==> src/rtl/cpu_defs.sv <==
// ---------------------------------------------------------------------------
// cpu_defs
//   Shared definitions for the 4-bit datapath: data/address widths, register
//   count, and the bit positions of the status flags inside the packed flag
//   vector. Also provides the helper that turns the ALU-side control
//   (fl_we, arit) into per-flag write enables.
//
//   Contents:
//     WIDTH, NREGS, AW   datapath width, register count, address width
//     FL_Z, FL_C, FL_S   flag bit positions (zero, carry, sign)
//     NFLAGS             number of latched flags
//     data_t, addr_t     register data / register address types
//     flags_t            packed flag vector, indexed with FL_*
//     flag_enables()     per-flag enables from fl_we/arit
// ---------------------------------------------------------------------------
package cpu_defs;

    localparam int WIDTH  = 4;
    localparam int NREGS  = 16;
    localparam int AW     = $clog2(NREGS);

    localparam int FL_Z   = 0;
    localparam int FL_C   = 1;
    localparam int FL_S   = 2;
    localparam int NFLAGS = 3;

    typedef logic [WIDTH-1:0]  data_t;
    typedef logic [AW-1:0]     addr_t;
    typedef logic [NFLAGS-1:0] flags_t;

    // Logic ops only produce a meaningful zero flag; carry and sign coming
    // out of the ALU are undefined then, so their enables require arit.
    function automatic flags_t flag_enables(input logic fl_we, input logic arit);
        flags_t en;
        en        = '0;
        en[FL_Z]  = fl_we;
        en[FL_C]  = fl_we & arit;
        en[FL_S]  = fl_we & arit;
        return en;
    endfunction

endpackage

==> src/rtl/flag_reg.sv <==
// ---------------------------------------------------------------------------
// flag_reg
//   Status-flag register (z, c, s) with an individual enable per bit. The
//   enables are derived from fl_we and arit so that a logic operation only
//   refreshes the zero flag and leaves carry/sign untouched.
//
//   Ports:
//     clk     in   1       clock, all updates on posedge
//     reset   in   1       synchronous reset, active-low; clears all flags
//     fl_we   in   1       flag update enable
//     arit    in   1       1 = arithmetic op (all flags), 0 = logic op (z only)
//     d       in   NFLAGS  incoming ALU flags, indexed with FL_*
//     q       out  NFLAGS  latched flags, indexed with FL_*
// ---------------------------------------------------------------------------
module flag_reg
    import cpu_defs::*;
(
    input  logic   clk,
    input  logic   reset,
    input  logic   fl_we,
    input  logic   arit,
    input  flags_t d,
    output flags_t q
);

    flags_t en;

    always_comb begin
        en = flag_enables(fl_we, arit);
    end

    // A bit whose enable is low is never sampled, so an undefined carry or
    // sign input during a logic op cannot leak into the stored flag.
    always_ff @(posedge clk) begin
        if (!reset) begin
            q <= '0;
        end else begin
            for (int i = 0; i < NFLAGS; i++) begin
                if (en[i]) begin
                    q[i] <= d[i];
                end
            end
        end
    end

endmodule

==> src/rtl/regfile_flags.sv <==
// ---------------------------------------------------------------------------
// regfile_flags
//   Operand register file and status-flag register around the 4-bit ALU.
//   Two combinational read ports supply ALU operands A and B; the write port
//   captures the ALU result, and the flag register latches z/c/s for the
//   control unit's conditional jumps. Register 0 reads as zero and ignores
//   writes. A write in flight is forwarded to any read port addressing the
//   same register in the same cycle (write-through bypass).
//
//   Ports:
//     clk     in   1      clock, all state updates on posedge
//     reset   in   1      synchronous reset, active-low; clears regs and flags
//     ra1     in   AW     read address port 1 (operand A)
//     ra2     in   AW     read address port 2 (operand B)
//     rd1     out  WIDTH  read data port 1
//     rd2     out  WIDTH  read data port 2
//     we3     in   1      register write enable
//     wa3     in   AW     write address
//     wd3     in   WIDTH  write data (ALU result)
//     fl_we   in   1      flag update enable
//     arit    in   1      1 = arithmetic op (z,c,s), 0 = logic op (z only)
//     z_in    in   1      ALU zero flag
//     c_in    in   1      ALU carry flag (undefined during logic ops)
//     s_in    in   1      ALU sign flag (undefined during logic ops)
//     z_q     out  1      latched zero flag
//     c_q     out  1      latched carry flag
//     s_q     out  1      latched sign flag
// ---------------------------------------------------------------------------
module regfile_flags
    import cpu_defs::*;
(
    input  logic              clk,
    input  logic              reset,
    input  logic [AW-1:0]     ra1,
    input  logic [AW-1:0]     ra2,
    output logic [WIDTH-1:0]  rd1,
    output logic [WIDTH-1:0]  rd2,
    input  logic              we3,
    input  logic [AW-1:0]     wa3,
    input  logic [WIDTH-1:0]  wd3,
    input  logic              fl_we,
    input  logic              arit,
    input  logic              z_in,
    input  logic              c_in,
    input  logic              s_in,
    output logic              z_q,
    output logic              c_q,
    output logic              s_q
);

    // -----------------------------------------------------------------------
    // Register array
    // -----------------------------------------------------------------------
    data_t mem [NREGS];

    // Entry 0 is cleared by reset and never written afterwards; the read
    // muxes additionally force address 0 to zero.
    always_ff @(posedge clk) begin
        if (!reset) begin
            for (int i = 0; i < NREGS; i++) begin
                mem[i] <= '0;
            end
        end else if (we3 && (wa3 != '0)) begin
            mem[wa3] <= wd3;
        end
    end

    // -----------------------------------------------------------------------
    // Read ports with write-through bypass
    // -----------------------------------------------------------------------
    // Forwarding is only legal when the write will actually commit at the
    // coming edge: reset deasserted and a non-zero destination.
    logic bypass_ok;

    always_comb begin
        bypass_ok = we3 && reset && (wa3 != '0);
    end

    always_comb begin
        rd1 = mem[ra1];
        if (bypass_ok && (ra1 == wa3)) begin
            rd1 = wd3;
        end
        if (ra1 == '0) begin
            rd1 = '0;
        end
    end

    always_comb begin
        rd2 = mem[ra2];
        if (bypass_ok && (ra2 == wa3)) begin
            rd2 = wd3;
        end
        if (ra2 == '0) begin
            rd2 = '0;
        end
    end

    // -----------------------------------------------------------------------
    // Status flags
    // -----------------------------------------------------------------------
    flags_t flag_d;
    flags_t flag_q;

    always_comb begin
        flag_d       = '0;
        flag_d[FL_Z] = z_in;
        flag_d[FL_C] = c_in;
        flag_d[FL_S] = s_in;
    end

    flag_reg u_flag_reg (
        .clk   (clk),
        .reset (reset),
        .fl_we (fl_we),
        .arit  (arit),
        .d     (flag_d),
        .q     (flag_q)
    );

    always_comb begin
        z_q = flag_q[FL_Z];
        c_q = flag_q[FL_C];
        s_q = flag_q[FL_S];
    end

endmodule

==> config.mk <==
export PLATFORM = sky130hd
export DESIGN_NAME = regfile_flags
export DESIGN_NICKNAME = d
export VERILOG_FILES = /design/src/rtl/cpu_defs.sv /design/src/rtl/flag_reg.sv /design/src/rtl/regfile_flags.sv
export SDC_FILE = /design/constraint.sdc
export NUM_CORES = 1
export LEC_CHECK = 0
export CAP_MARGIN = 30
export CORE_MARGIN = 4
export CORE_UTILIZATION = 41
export DETAILED_ROUTE_END_ITERATION = 8
export GPL_ROUTABILITY_DRIVEN = 0
export GPL_TIMING_DRIVEN = 0
export MAX_ROUTING_LAYER = met4
export SYNTH_ARGS = -nofsm -noshare
export SYNTH_HDL_FRONTEND = slang
export SYNTH_SLANG_ARGS = --single-unit
==> constraint.sdc <==
create_clock -name clk -period 2.53 [get_ports clk]
set_clock_uncertainty 0.15 [all_clocks]
set_input_delay 0.6325 -clock clk [delete_from_list [all_inputs] [get_ports clk]]
set_output_delay 0.6325 -clock clk [all_outputs]
set_load 0.05 [all_outputs]
### After elaboration in Yosys (flattened, before gate mapping)

Memory sizes are Yosys's and may differ from the RTL's.
Cells that the tools add are included.

| operators by class | value |
|---|---|
| bitwise operators | 1 |
| equality and inequality tests | 2 |
| reductions and logical operators | 9 |
| multiplexer cells | 11 |

Operator list:

| operator | number |
|---|---|
| 2-to-1 mux 4 bit | 6 |
| equality test 4 bit | 2 |
| logical NOT 4 bit | 2 |
| logical AND 1 bit | 5 |
| 2-to-1 mux 1 bit | 5 |
| nonzero test 4 bit | 1 |
| OR reduction 4 bit | 1 |
| bitwise AND 1 bit | 1 |

| storage, ports and cells | value |
|---|---|
| register bits | 3 |
| output and inout bits | 11 |
| memories | 1 |
| RAM bits | 64 |

Memories:

| memory | depth | bits a word | read ports | clocked after Yosys merged registers in | write ports | line | source |
|---|---|---|---|---|---|---|---|
| mem | 16 | 4 | 2 | 0 | 16 | regfile_flags.sv:54 | `data_t mem [NREGS];` |

### Longest topological paths before layout

Gate-level depths: netlist (run 1).

| logic depth | value |
|---|---|
| depth in word-level cells | 7 |
| gate-level depth with buffers | 6 |

### By module

A second synthesis (run 1) with hierarchy kept.

| unflattened totals | value |
|---|---|
| cells, all modules | 320 |
| area total of the unflattened synthesis | 3993.8 um2 |

Modules (own cells, without submodules):

| module | area an instance (um2) | cells each | times used |
|---|---|---|---|
| regfile_flags | 3881.2 | 308 | 1 |
| flag_reg | 112.6 | 12 | 1 |

### Worst setup path after synthesis (run 1)

No wires, ideal clock.

| timing | value |
|---|---|
| path kind | input to output |
| start point | input port wa3[2] |
| end point | output port rd2[0] |
| cell stages on the path | 5 |
| path buffers | 1 |
| data arrival time | 2.247 ns |
| slack | -0.500 ns |
| cell sequence | buf_1 xnor2_1 nand4_1 nor2_2 mux2i_1 |

| between the ends | value |
|---|---|
| cells in the longest elaborated chain, start to end | 5 |
| elaborated cells between the ends (all ways) | 6 |
| those cells by class | eq/ne (1); mux (2); reduce/logical (3) |

Ends and longest elaborated chain:

| what | line | source |
|---|---|---|
| start: declaration | regfile_flags.sv:39 | `input logic [AW-1:0] wa3,` |
| nonzero test 4 bit | regfile_flags.sv:76 | `bypass_ok = we3 && reset && (wa3 != '0);` |
| logical AND 1 bit | regfile_flags.sv:76 |  |
| logical AND 1 bit * | regfile_flags.sv:91 | `if (bypass_ok && (ra2 == wa3)) begin` |
| 2-to-1 mux 4 bit * | regfile_flags.sv:91 |  |
| 2-to-1 mux 4 bit * | regfile_flags.sv:94 | `if (ra2 == '0) begin` |
| end: declaration | regfile_flags.sv:37 | `output logic [WIDTH-1:0] rd2,` |

Mark *: on every way between the ends. The rest lies on a longest branch, timed or not.

### Worst setup path after layout (run 1)

| timing | value |
|---|---|
| start point | input port ra2[3] |
| end point | output port rd2[3] |

| between the ends | value |
|---|---|
| cells in the longest elaborated chain, start to end | 4 |
| elaborated cells between the ends (all ways) | 6 |
| those cells by class | eq/ne (1); mux (2); reduce/logical (2); memory (1) |

Ends and longest elaborated chain:

| what | line | source |
|---|---|---|
| start: declaration | regfile_flags.sv:35 | `input logic [AW-1:0] ra2,` |
| parallel branches: the longest is 3 deep, another holds memory read (16 x 4 bit) | n/a |  |
| 2-to-1 mux 4 bit * | regfile_flags.sv:94 |  |

Every way passes the cells marked *.

==> results.md, run 1 <==
Timing:
- The number of pins exceeding their max-slew limit in the final report is 0.
- The final setup TNS is -2.13 ns.
- The final hold violation count is 0.
- Setup repair after global routing could not meet its margin everywhere.
- Setup violations remaining at the end of the flow were counted as 8.
- The portion of the clock cycle consumed by the worst path in the final layout is 112%.
- In the post-route analysis, the smallest setup slack over all paths is -0.292 ns.
- The relative slew slack is 39.2%.
- After layout, the minimum clock period comes to 2.82 ns.
- Derived from the worst setup path, the maximum achievable clock frequency is 354 MHz.
- At the pin with the least slew margin, the transition time is 0.900 ns.

Global routing:
- Entering global routing, the biggest net connects 15 pins.
- The number of antenna violations at the first check in global routing is 0.
- In the global route stage, overall resource usage came out at 20.7%.
- The wire length of the first global-routing pass is 16600 um.
- After global routing the overflow that remains totals 0.
- The via count of the first global-routing pass is 2801.

Clock tree:
- The clock passes through at most 2 buffers.
- The tree is rooted in a clkbuf_8.
- The latest clock arrival within the worst-skew pair is 0.35 ns.
- Clock-pin slew was measured on the worst setup and hold paths at 0.07 ns.
- The number of buffers created by CTS is 9.
- The clock tree from TritonCTS is done.
- In this run the number of H-tree levels came out at 3.
- The number of buffers inserted by hold repair at cts is 0.
- Counting every sink on the clock net gives 67.

Layout:
- Leaving out fill and tap cells, the most frequent cell in the layout is edfxtp_1.
- The finished cells cover 0.00492 mm2.
- The number of antenna diodes in the final layout is 0.
- The net count of the finished layout is 367.
- The filler cell count is 794.
- The area taken by flip-flops and latches is 0.00198 mm2.
- The core utilization of the finished layout is 52.7%.
- The post-route netlist has 31.4% of its cells at a drive strength greater than 1.
- The layout overhead on the synthesized area is 23.5%.
- The library cells used most frequently in the layout, excluding fill and tap cells, are edfxtp_1, nor3_1, mux4_2.
- The area taken by multi-input logic gates is 0.00183 mm2.

Logic synthesis:
- The fraction of synthesis flops using an asynchronous set or reset pin is 0%.
- The yosys synthesis warning count is 0.
- After synthesis, the netlist uses 38 different library cells.
- In the synthesized netlist the dominant register cell turns out to be edfxtp_1.
- The post-synthesis cell count is 294.
- The main combinational cell family by area after synthesis is multiplexers.
- In this run, synthesis produced a sequential element count of 67.
- The synthesized netlist devotes 14.7% of its cell area to simple gates.
- The adder-cell share of the synthesized area is 0%.
- The area share of xor/xnor cells in the synthesized design is 1.76%.
- The compound-cell area share of the yosys netlist is 5.03%.
- In the synthesized netlist, mux cells make up 23.5% of the area.
- The sequential element share of the synthesized area is 49.8%.
- After synthesis, the mean cell area works out to 13.5 um2.
- The number of flops mapped to enable cells by yosys is 64.
- In this run the cell area of the synthesized design comes to 0.00398 mm2.

Job:
- The max-cap violation count is 0.

Drt:
- In the routed design, unresolved DRC markers number 0.
- The average detailed-routed wire length per instance is 23.1 um.
- The count of routing violations after the opening detailed-route iteration is 236.
- Across all layers, the routed design uses 2922 vias.
- Using the TritonRoute via totals, the vias-per-cell ratio works out to 6.14.
- The routed wire length is 11000 um.
- For this run, the detailed router's first-pass iteration total came to 5.
- In this run the remaining antenna-violating nets after routing total 0.

Run status:
- The flow ran to the end, but the final reports show violations.
- The final reports fail on setup timing.

Pwr:
- The clock network burns 36.0% of the power.
- For this design the total switching power over the nets is 793 uW.
- The worst-case IR drop observed on VDD is 225 uV.
- The switching power share of the total is 26.4%.
- The leakage power is 1.59 nW.
- The internal power of the cells is 2.21 mW.
- The sequential power share is 44.1%.
- The power density over the cells is 611 mW/mm2.
- The part of the power in combinational logic is 19.9%.

Setup path:
- The worst setup slack for register-to-register paths is 1.79 ns.
- The worst setup path is captured at a primary output.
- The element type at the critical path start is an input pin.
- The required time reported for the critical path endpoint is 1.75 ns.
- The critical path start-end classification is in2out.
- The data arrival at the endpoint of the critical path is 2.04 ns.
- The largest driver fanout on the critical path is 10.

Hold path:
- In this run the worst hold path is classified as reg2reg.

Placement:
- Summing all placed instances gives a cell area of 0.00441 mm2.
- Summed over all nets, the half-perimeter wirelength after detailed placement is 8110 um.
- Port buffering added 26 buffers.

Die:
- The initial cell density of the core is 42.7%.
- The number of ports placed on the die boundary is 35.
- After floorplanning, the core was sized to cover 0.00933 mm2.
- The chip height is 107 um.
- The placement row count is 35.
- The area of the die is 0.0114 mm2.
- In this run the horizontal extent of the chip is 107 um.
cell type report:
class / instances / share of cell area, %
Inverter: 5 / 0.458
Timing Repair Buffer: 36 / 8.62
Buffer: 31 / 5.34
Clock buffer: 9 / 2.52
Multi-Input combinational cell: 193 / 37.1
Clock inverter: 6 / 2.34
Sequential cell: 67 / 40.3
Tap cell: 129 / 3.28
what timing repair did:
item                       CTS  global route
pin swaps                   10             7
cloned                       5             0
setup endpoints to repair   81            12
resized for setup          108            14
buffers inserted             3             2
through the flow:
step                cells  hold slack [ns]  total power [mW]  worst slack (ns)
floorplan             297            0.521              1.69            -0.134
global placement      452            0.296              1.86             -1.57
detailed placement    452            0.309              1.87             -1.59
CTS                   474            0.321              3.00            -0.302
global route          476            0.345              3.09            -0.370
finish                476            0.313              3.01            -0.292
power groups by stage:
stage / Sequential, mW / Clock [mW] / Combinational, mW
floorplan: 1.33 / 0 / 0.364
finish: 1.33 / 1.08 / 0.600
global placement: 1.34 / 0 / 0.517
global route: 1.33 / 1.13 / 0.629
CTS: 1.32 / 1.10 / 0.582
detailed placement: 1.35 / 0 / 0.522
state kept, by name (all words and copies together) (netlist names):
| name | count |
|---|---|
| u_flag_reg.q | 3 |
| mem | 64 |
path summary, 6_finish.rpt:
path                                 startpoint              end  cells after the start
worst max-delay path                     ra2[3]           rd2[3]                      7
worst min-delay path            u_flag_reg.q[1]  u_flag_reg.q[1]                      2
worst max register to register  u_flag_reg.q[0]  u_flag_reg.q[0]                      2
worst min register to register  u_flag_reg.q[1]  u_flag_reg.q[1]                      2
kinds of logic after synthesis:
family	after synthesis
buffers and inverters	37
muxes	41
xor gates and xnor gates	8
DFF	67
AOI/OAI and AO/OA	30
other	1
and+or+nand+nor	110
Yosys cell counts (5+ instances only):
cell | instances | area [um2]
clkbuf_1 | 19 | 71.3
mux4_1 | 31 | 815
nor4_1 | 15 | 93.8
nor2_1 | 9 | 33.8
a22oi_1 | 7 | 52.6
and2_1 | 9 | 56.3
nand3_1 | 11 | 55.1
inv_1 | 5 | 18.8
mux2_2 | 7 | 78.8
edfxtp_1 | 64 | 1920
nand2_1 | 13 | 48.8
o21ai_0 | 9 | 45.0
a31oi_1 | 7 | 43.8
nor3_1 | 36 | 180
xnor2_1 | 8 | 70.1
critical path, cell delays in order:
cell	delay, ns
dlygate4sd2_1	0.28
buf_4	0.19
nor2_1	0.31
a22oi_2	0.11
a31oi_1	0.19
mux2_4	0.19
buf_8	0.14
routing by layer:
metal  up-vias  share of wire, %  GRT usage [%]
met5         -                 0              -
met4         0               3.4           8.22
met3        28               8.1           5.10
met2       167                47           31.0
met1      1459                42           27.3
li1       1268                 -              -
Power figures use the tool's default switching activity.
==> run 2, diff against run 1 <==
--- a/config.mk
+++ b/config.mk
@@ -7,7 +7,7 @@
 export LEC_CHECK = 0
 export CAP_MARGIN = 30
 export CORE_MARGIN = 4
-export CORE_UTILIZATION = 41
+export CORE_UTILIZATION = 25
 export DETAILED_ROUTE_END_ITERATION = 8
 export GPL_ROUTABILITY_DRIVEN = 0
 export GPL_TIMING_DRIVEN = 0
==> run 2 against run 1 <==
Effect of this change:
- the run still ends with setup timing left
- non-clock buffer count increased by 9
- setup slack got worse by 0.017 ns
- wire length increased by 4.9%
- final cell count increased by 19%
- sequential power about the same
- maximum frequency decreased by 0.60%
- combinational power increased by 3.5%
- hold slack improved by 0.00065 ns
- final area increased by 7.0%
- count of clock-buffer cells in the layout unchanged
- critical path depth unchanged
==> results.md, run 2 (synthesized netlist as in run 1, its figures left out) <==
Run status:
- The flow ran to the end, but the final reports show violations.
- The final reports fail on setup timing.

Timing:
- The relative slew slack is 31.2%.
- Timing would allow up to 352 MHz.
- The number of setup violations in the final report is 8.
- The tightest hold path in the finished design has a slack of 0.313 ns.
- Setup repair after global routing could not meet its margin everywhere.
- Subtracting the final worst setup slack from the clock period gives 2.84 ns.
- The number of pins exceeding their max-slew limit in the final report is 0.
- The post-layout worst setup margin is -0.309 ns.
- The portion of the clock cycle consumed by the worst path in the final layout is 112%.
- The actual transition at the worst max-transition pin is 1.02 ns.
- The final hold violation count is 0.

Drt:
- Summing over every cut layer, the via total after detailed routing is 2897.
- The count of nets left with antenna violations once routing finished came out at 0.
- For this run, design rule violations remaining after detail routing come to 0.
- The via-per-instance ratio is 5.10.
- After detailed routing, the average wire length per cell comes to 20.3 um.
- For this block, the initial DRC count from the detailed router was 354.
- The routed wire length is 11500 um.
- The first TritonRoute pass finished after 5 iterations.

Layout:
- In the layout the commonest cells are edfxtp_1, nor3_1, mux4_2.
- 0 antenna diodes ended up in the layout.
- In the final layout, flip-flops and latches occupy 0.00198 mm2.
- The core utilization of the finished layout is 34.1%.
- The most common cell after layout, fill and taps aside is edfxtp_1.
- The largest registers in the layout are mem (64), u_flag_reg.q (3).
- mem holds more flip-flops than any other register.
- The filler cell count is 1504.
- The flip-flop count of the largest register after layout is 64.
- In the final layout, the multi-input gates occupy 0.00189 mm2.
- The layout overhead on the synthesized area is 32.1%.
- For this run, the post-layout net count is 376.
- The share of final-layout standard cells stronger than drive strength 1 is 35.6%.

Clock tree:
- The number of buffers between clock root and the deepest sink is 2.
- The clock transition at the registers of the reported paths is 0.06 ns.
- The clock sink count is 67.
- In this run, post-CTS hold repair placed 0 buffers.
- The number of buffers created by CTS is 9.
- For the worst-skew pair, the clock arrives at the later sink with an insertion delay of 0.33 ns.
- The H-tree depth is 3.
- The clock tree from TritonCTS is done.
- The root cell of the clock tree is clkbuf_16.

Pwr:
- The power density over the cells is 626 mW/mm2.
- The worst-case vdd ir drop is 301 uV.
- The leakage power is 1.71 nW.

Global routing:
- The number of antenna violations at the first check in global routing was 0.
- The via count of the first global-routing pass is 2930.
- Entering global routing, the biggest net connects 15 pins.
- The leftover overflow at the end of global routing is 0.
- The first global-routing pass estimated 17700 um of wire.
- The global-route usage over all layers is 13.4%.

Setup path:
- The delay of the slowest cell on the worst path is 0.54 ns.
- At the worst endpoint, the arrival time is 2.06 ns.
- The slowest cell on the critical path is mux4_2.
- The signal on the critical path passes through buf_16, buf_12, mux4_2, nand2_1, a31oi_1, mux2_4, buf_8.
- The worst setup path is captured at a primary output.
- The worst setup path is launched from an input pin.
- The required time reported for the critical path endpoint is 1.75 ns.
- The critical path start-end classification is in2out.
- Along the worst path, the maximum fanout reaches 5.

Die:
- During I/O placement, the number of pins put on the boundary was 35.
- In this run the core area contains 45 standard-cell rows.
- The area of the die is 0.0180 mm2.
- The placeable core region is 0.0154 mm2.
- The chip height is 134 um.
- The initial utilization of the core area, before any placement, comes to 25.8%.
- In this run the horizontal extent of the chip is 134 um.

Job:
- The tool flagged a number of max-cap violations equal to 0.

Hold path:
- In this run the worst hold path is classified as reg2reg.

Placement:
- The count of input and output buffers is 26.
- The detailed placer's ending HPWL is 8380 um.
## run 2: cell count changes in the layout (fill, tap and decap cells not counted), sizes merged
| cell | before | now |
|---|---|---|
| clkbuf | 29 | 28 |
| bufinv | 3 | 2 |
| clkinv | 2 | 4 |
| dlygate4sd2 | 2 | 1 |
| buf | 32 | 43 |
## run 2: layer usage
metal,wire length [um],part of all wire (%),GRT usage (%)
met1,4730,41,16.9
met2,5500,48,20.9
met3,921,8.0,3.11
met4,377,3.3,5.54
met5,0,0,-
## run 2: worst max-delay path: cells and delay by family
| kind | cells | cell delay, ns |
|---|---|---|
| AOI/OAI and AO/OA | 1 | 0.09 |
| muxes | 2 | 0.83 |
| and+or+nand+nor | 1 | 0.10 |
| buffers and inverters | 3 | 0.39 |
## run 2: layout make-up
cell class / instances / share of cell area (%)
flip-flops and latches: 67 / 37.7
multi-input cells: 193 / 35.9
repair buffers: 45 / 9.68
plain buffers: 31 / 5.26
well taps: 211 / 5.02
clock buffers: 9 / 4.28
clock inverters: 7 / 1.76
inverters: 5 / 0.428
## run 2: where the power goes
part	leakage, nW	internal, mW	switching [mW]
sequential	0.636	1.28	0.0484
combinational	0.928	0.297	0.324
clock	0.151	0.859	0.481
## run 2: timing repair
action                     in CTS  in global routing
gates cloned                    4                  0
pin swaps                      10                  4
setup buffers                  13                  2
setup endpoints to repair      90                 12
gates resized for setup       126                 16
## run 2: path summary, 6_finish.rpt
kind                                      start              end  slack [ns]  depth (start not counted)
worst max-delay path                     ra1[0]           rd1[1]       -0.31                          7
worst max register to register  u_flag_reg.q[0]  u_flag_reg.q[0]        1.78                          2
worst min register to register  u_flag_reg.q[1]  u_flag_reg.q[1]        0.31                          2
worst min-delay path            u_flag_reg.q[1]  u_flag_reg.q[1]        0.31                          2
## run 2: per-stage QoR
| step | setup slack [ns] | std cells | TNS (ns) | total power [mW] | cell area [um2] |
|---|---|---|---|---|---|
| after floorplan | -0.134 | 297 | -1.02 | 1.69 | 3990 |
| after global placement | -1.56 | 534 | -64.16 | 1.86 | 4520 |
| final | -0.309 | 568 | -2.14 | 3.29 | 5260 |
| after global routing | -0.344 | 568 | -2.45 | 3.39 | 5260 |
| after CTS | -0.274 | 566 | -2.05 | 3.27 | 5180 |
| after detailed placement | -1.56 | 534 | -66.70 | 1.87 | 4520 |
==> edit 1 (flow settings as in run 2) <==
The package constant `NREGS` goes from 16 to 8.
--- a/src/rtl/cpu_defs.sv
+++ b/src/rtl/cpu_defs.sv
@@ -16,7 +16,7 @@
 package cpu_defs;
 
     localparam int WIDTH  = 4;
-    localparam int NREGS  = 16;
+    localparam int NREGS  = 8;
     localparam int AW     = $clog2(NREGS);
 
     localparam int FL_Z   = 0;
Ports: changed (resized ra1, ra2 and wa3); port bits go from 35 to 32. The function was not compared with the original's and may differ.
==> edit 1 against run 2 <==
Setup slack improved by 0.16 ns; hold slack got worse by 0.0029 ns; critical endpoint unchanged; power fell by 53%; sequential cell count fell by 32; highest routed layer unchanged; area after synthesis fell by 48%; wire length fell by 58%; largest cell class is now multi-input combinational cells; design area fell by 42%; combinational power fell by 27%; count of clock-buffer cells in the layout fell by 4; the flow still finishes with violations (setup timing).
==> edit 1: results (changes against run 2) <==
sequential-to-total area share from yosys stat = 49.1% (-0.67 points)
status = finished with violations
Fin Setup TNS = -1.08 ns (+1.06 ns)
max-slew headroom at the worst pin = 58.8% (+28 points)
Cells after DPL = 286 (-46%)
post-synthesis mux area share = 26.0% (+2.5 points)
Largest regs = mem: 32 flops, u_flag_reg.q: 3 flops
Sw Share = 29.9% (+4.0 points)
met2 GRT Util = 17.3% (-3.6 points)
Crit path largest cell delay = 0.49 ns (-0.05 ns)
Setup-failing EPs final = 8 (unchanged)
Clock Root Buffer = clkbuf_8
number of flops mapped to enable cells by yosys = 32 (-50%)
DRT Wirelength = 4790 um (-58%)
Worst-Skew Late Latency = 0.29 ns (-0.04 ns)
Mean Syn Cell Area = 13.5 um^2 (-0.32%)
failing checks = setup timing
met3 Track Usage GR = 2.31% (-0.80 points)
Leakage Power = 1.07 nW (-38%)
H-tree depth = 2 (-1)
final-stage net count = 218 (-42%)
Logic power comb = 0.453 mW (-27%)
DR vias/cell = 4.53 (-11%)
global-route wire length before repair = 7710 um (-56%)
drt wl/cell = 15.8 um (-22%)
Synth Area in Compound Gates = 1.99% (-3.0 points)
hpwl dp = 3670 um (-56%)
All-Layer GR Usage = 10.7% (-2.7 points)
Worst Setup Slack, final = -0.149 ns (+0.160 ns)
==> edit 1: repair_timing <==
item,in CTS,in global routing
setup buffers,3,5
pin swaps,6,6
resized for setup,100,6
gates cloned,2,0
setup endpoints to repair,8,8
==> edit 1: path summary, 6_finish.rpt <==
path / from / slack (ns) / depth (start not counted) / end
worst min-delay path: u_flag_reg.q[2] / 0.31 / 2 / u_flag_reg.q[2]
worst max-delay path: ra1[0] / -0.15 / 6 / rd1[1]
worst max register to register: u_flag_reg.q[0] / 1.80 / 2 / u_flag_reg.q[0]
worst min register to register: u_flag_reg.q[2] / 0.31 / 2 / u_flag_reg.q[2]
==> edit 1: per-layer routing <==
layer | wire [um] | vias to the layer above
met5 | 0 | -
met4 | 88 | 0
met3 | 212 | 7
met2 | 2490 | 35
met1 | 2000 | 677
li1 | - | 655
==> edit 1: final cells by class <==
| class | instances | area share, % |
|---|---|---|
| clock buffers | 5 | 2.25 |
| clock inverters | 3 | 0.778 |
| flip-flops and latches | 35 | 33.4 |
| multi-input cells | 111 | 41.8 |
| repair buffers | 33 | 12.1 |
| well taps | 105 | 4.30 |
| inverters | 1 | 0.123 |
| plain buffers | 10 | 5.28 |
==> edit 1: per-stage QoR <==
step                      area (um^2)  setup WS, ns
final                            3060        -0.149
after global routing             3060        -0.189
after CTS                        2970        -0.161
after detailed placement         2610         -1.15
after global placement           2600         -1.16
after floorplan                  2250        -0.125
==> edit 1: logic make-up (layout without fill, tap and decap cells) <==
kind of cell | Yosys count | after routing
AO/OA/AOI/OAI | 6 | 6
XOR/XNOR | 6 | 6
buffers and inverters | 11 | 52
flip-flops | 35 | 35
multiplexers | 33 | 33
other | 1 | 4
AND/OR/NAND/NOR | 62 | 62
==> edit 2 (flow settings as in run 2) <==
Made on the original files. Put a register stage on the output `rd2`, without a reset. The value now appears one clock later. The other outputs are not delayed to match.
--- a/src/rtl/regfile_flags.sv
+++ b/src/rtl/regfile_flags.sv
@@ -48,6 +48,8 @@
     output logic              s_q
 );
 
+    logic [WIDTH-1:0] rd2_d;
+
     // -----------------------------------------------------------------------
     // Register array
     // -----------------------------------------------------------------------
@@ -87,12 +89,12 @@
     end
 
     always_comb begin
-        rd2 = mem[ra2];
+        rd2_d = mem[ra2];
         if (bypass_ok && (ra2 == wa3)) begin
-            rd2 = wd3;
+            rd2_d = wd3;
         end
         if (ra2 == '0) begin
-            rd2 = '0;
+            rd2_d = '0;
         end
     end
 
@@ -124,5 +126,9 @@
         s_q = flag_q[FL_S];
     end
 
+    always_ff @(posedge clk) begin
+        rd2 <= rd2_d;
+    end
+
 endmodule
 
Behaviour: not the same (a bounded check fails within 4 cycles, from zero or initial values and one cycle with reset low).
==> edit 2 against run 2 <==
The flow still finishes with violations (setup timing); wire length shrank 4.5%; area after synthesis rose by 4.6%; power fell by 3.0%; design area decreased by 2.9%; setup slack lost 0.059 ns; die area is 4.4% higher; sequential cell count increased by 4; non-clock buffer count shrank 26.
==> edit 2: results (changes against run 2) <==
CP arrival = 2.12 ns (+0.06 ns)
DRT Wirelength = 11000 um (-4.5%)
All-Layer GR Usage = 12.5% (-0.88 points)
Setup-failing EPs final = 4 (-4)
Synth Area in Compound Gates = 3.96% (-1.1 points)
global-route wire length before repair = 16700 um (-5.3%)
status = finished with violations
Yosys cell types = 36 (-5.3%)
fraction of layout cells with a size suffix above 1 = 23.5% (-12 points)
Fin Setup TNS = -1.25 ns (+0.891 ns)
final-stage net count = 364 (-3.2%)
critical path launch point = mem[11][0]
Crit path largest cell delay = 0.50 ns (-0.04 ns)
worst slack, placed = -1.13 ns (+0.436 ns)
Peak supply drop = 0.375 mV (+25%)
Setup Crit Path Kind = reg -> out
Worst Hold End = u_flag_reg.q[2]
buffering overhead = 10.3% (-4.6 points)
CP Capture Point = rd1[0]
Post-Synth XOR/XNOR Area = 1.68% (-0.078 points)
Layout clock buffers = 10 (+1)
failing checks = setup timing
register-to-register setup slack = 0.52 ns (-1.26 ns)
top cells by count, synth = 64 x edfxtp_1, 60 x and2_1, 31 x mux4_1, 14 x nor2_1, 13 x nand2_1
fraction of area in multi-input gates = 38.1% (+2.2 points)
Switching Power = 0.827 mW (-3.2%)
largest net degree at the start of global routing = 14 (-1)
Setup Fix Bufs, Post-CTS = 2 (-11)
Worst Max-Slew Pin Slew = 0.671 ns (-0.346 ns)
post-synthesis mux area share = 22.5% (-1.0 points)
sequential-to-total area share from yosys stat = 49.5% (-0.29 points)
drt initial violations = 252 (-29%)
Worst Setup Slack, final = -0.368 ns (-0.0588 ns)
[edit 2: cell count changes after synthesis, moves of 5 or more]
cell / run 2 / this run
nor4_1: 15 / 3
and2_1: 9 / 60
nor3_1: 36 / 3
nor2_1: 9 / 14
clkbuf_1: 19 / 5
[edit 2: per-layer routing]
layer / track usage, % / part of all wire (%) / wire length [um] / vias up
met5: - / 0 / 0 / -
li1: - / - / - / 1230
met2: 18.1 / 44 / 4850 / 164
met4: 3.55 / 1.7 / 182 / 0
met3: 2.94 / 8.6 / 944 / 17
met1: 17.7 / 46 / 5030 / 1406
[edit 2: stage by stage]
step | hold slack, ns | instances | instance area [um^2] | util, %
6_report | 0.315 | 561 | 5110 | 31.7
3_3_place_gp | 0.299 | 541 | 4670 | 29.0
5_1_grt | 0.347 | 561 | 5110 | 31.7
2_1_floorplan | 0.521 | 300 | 4150 | -
3_5_place_dp | 0.300 | 541 | 4670 | 29.0
4_1_cts | 0.312 | 560 | 5050 | 31.4
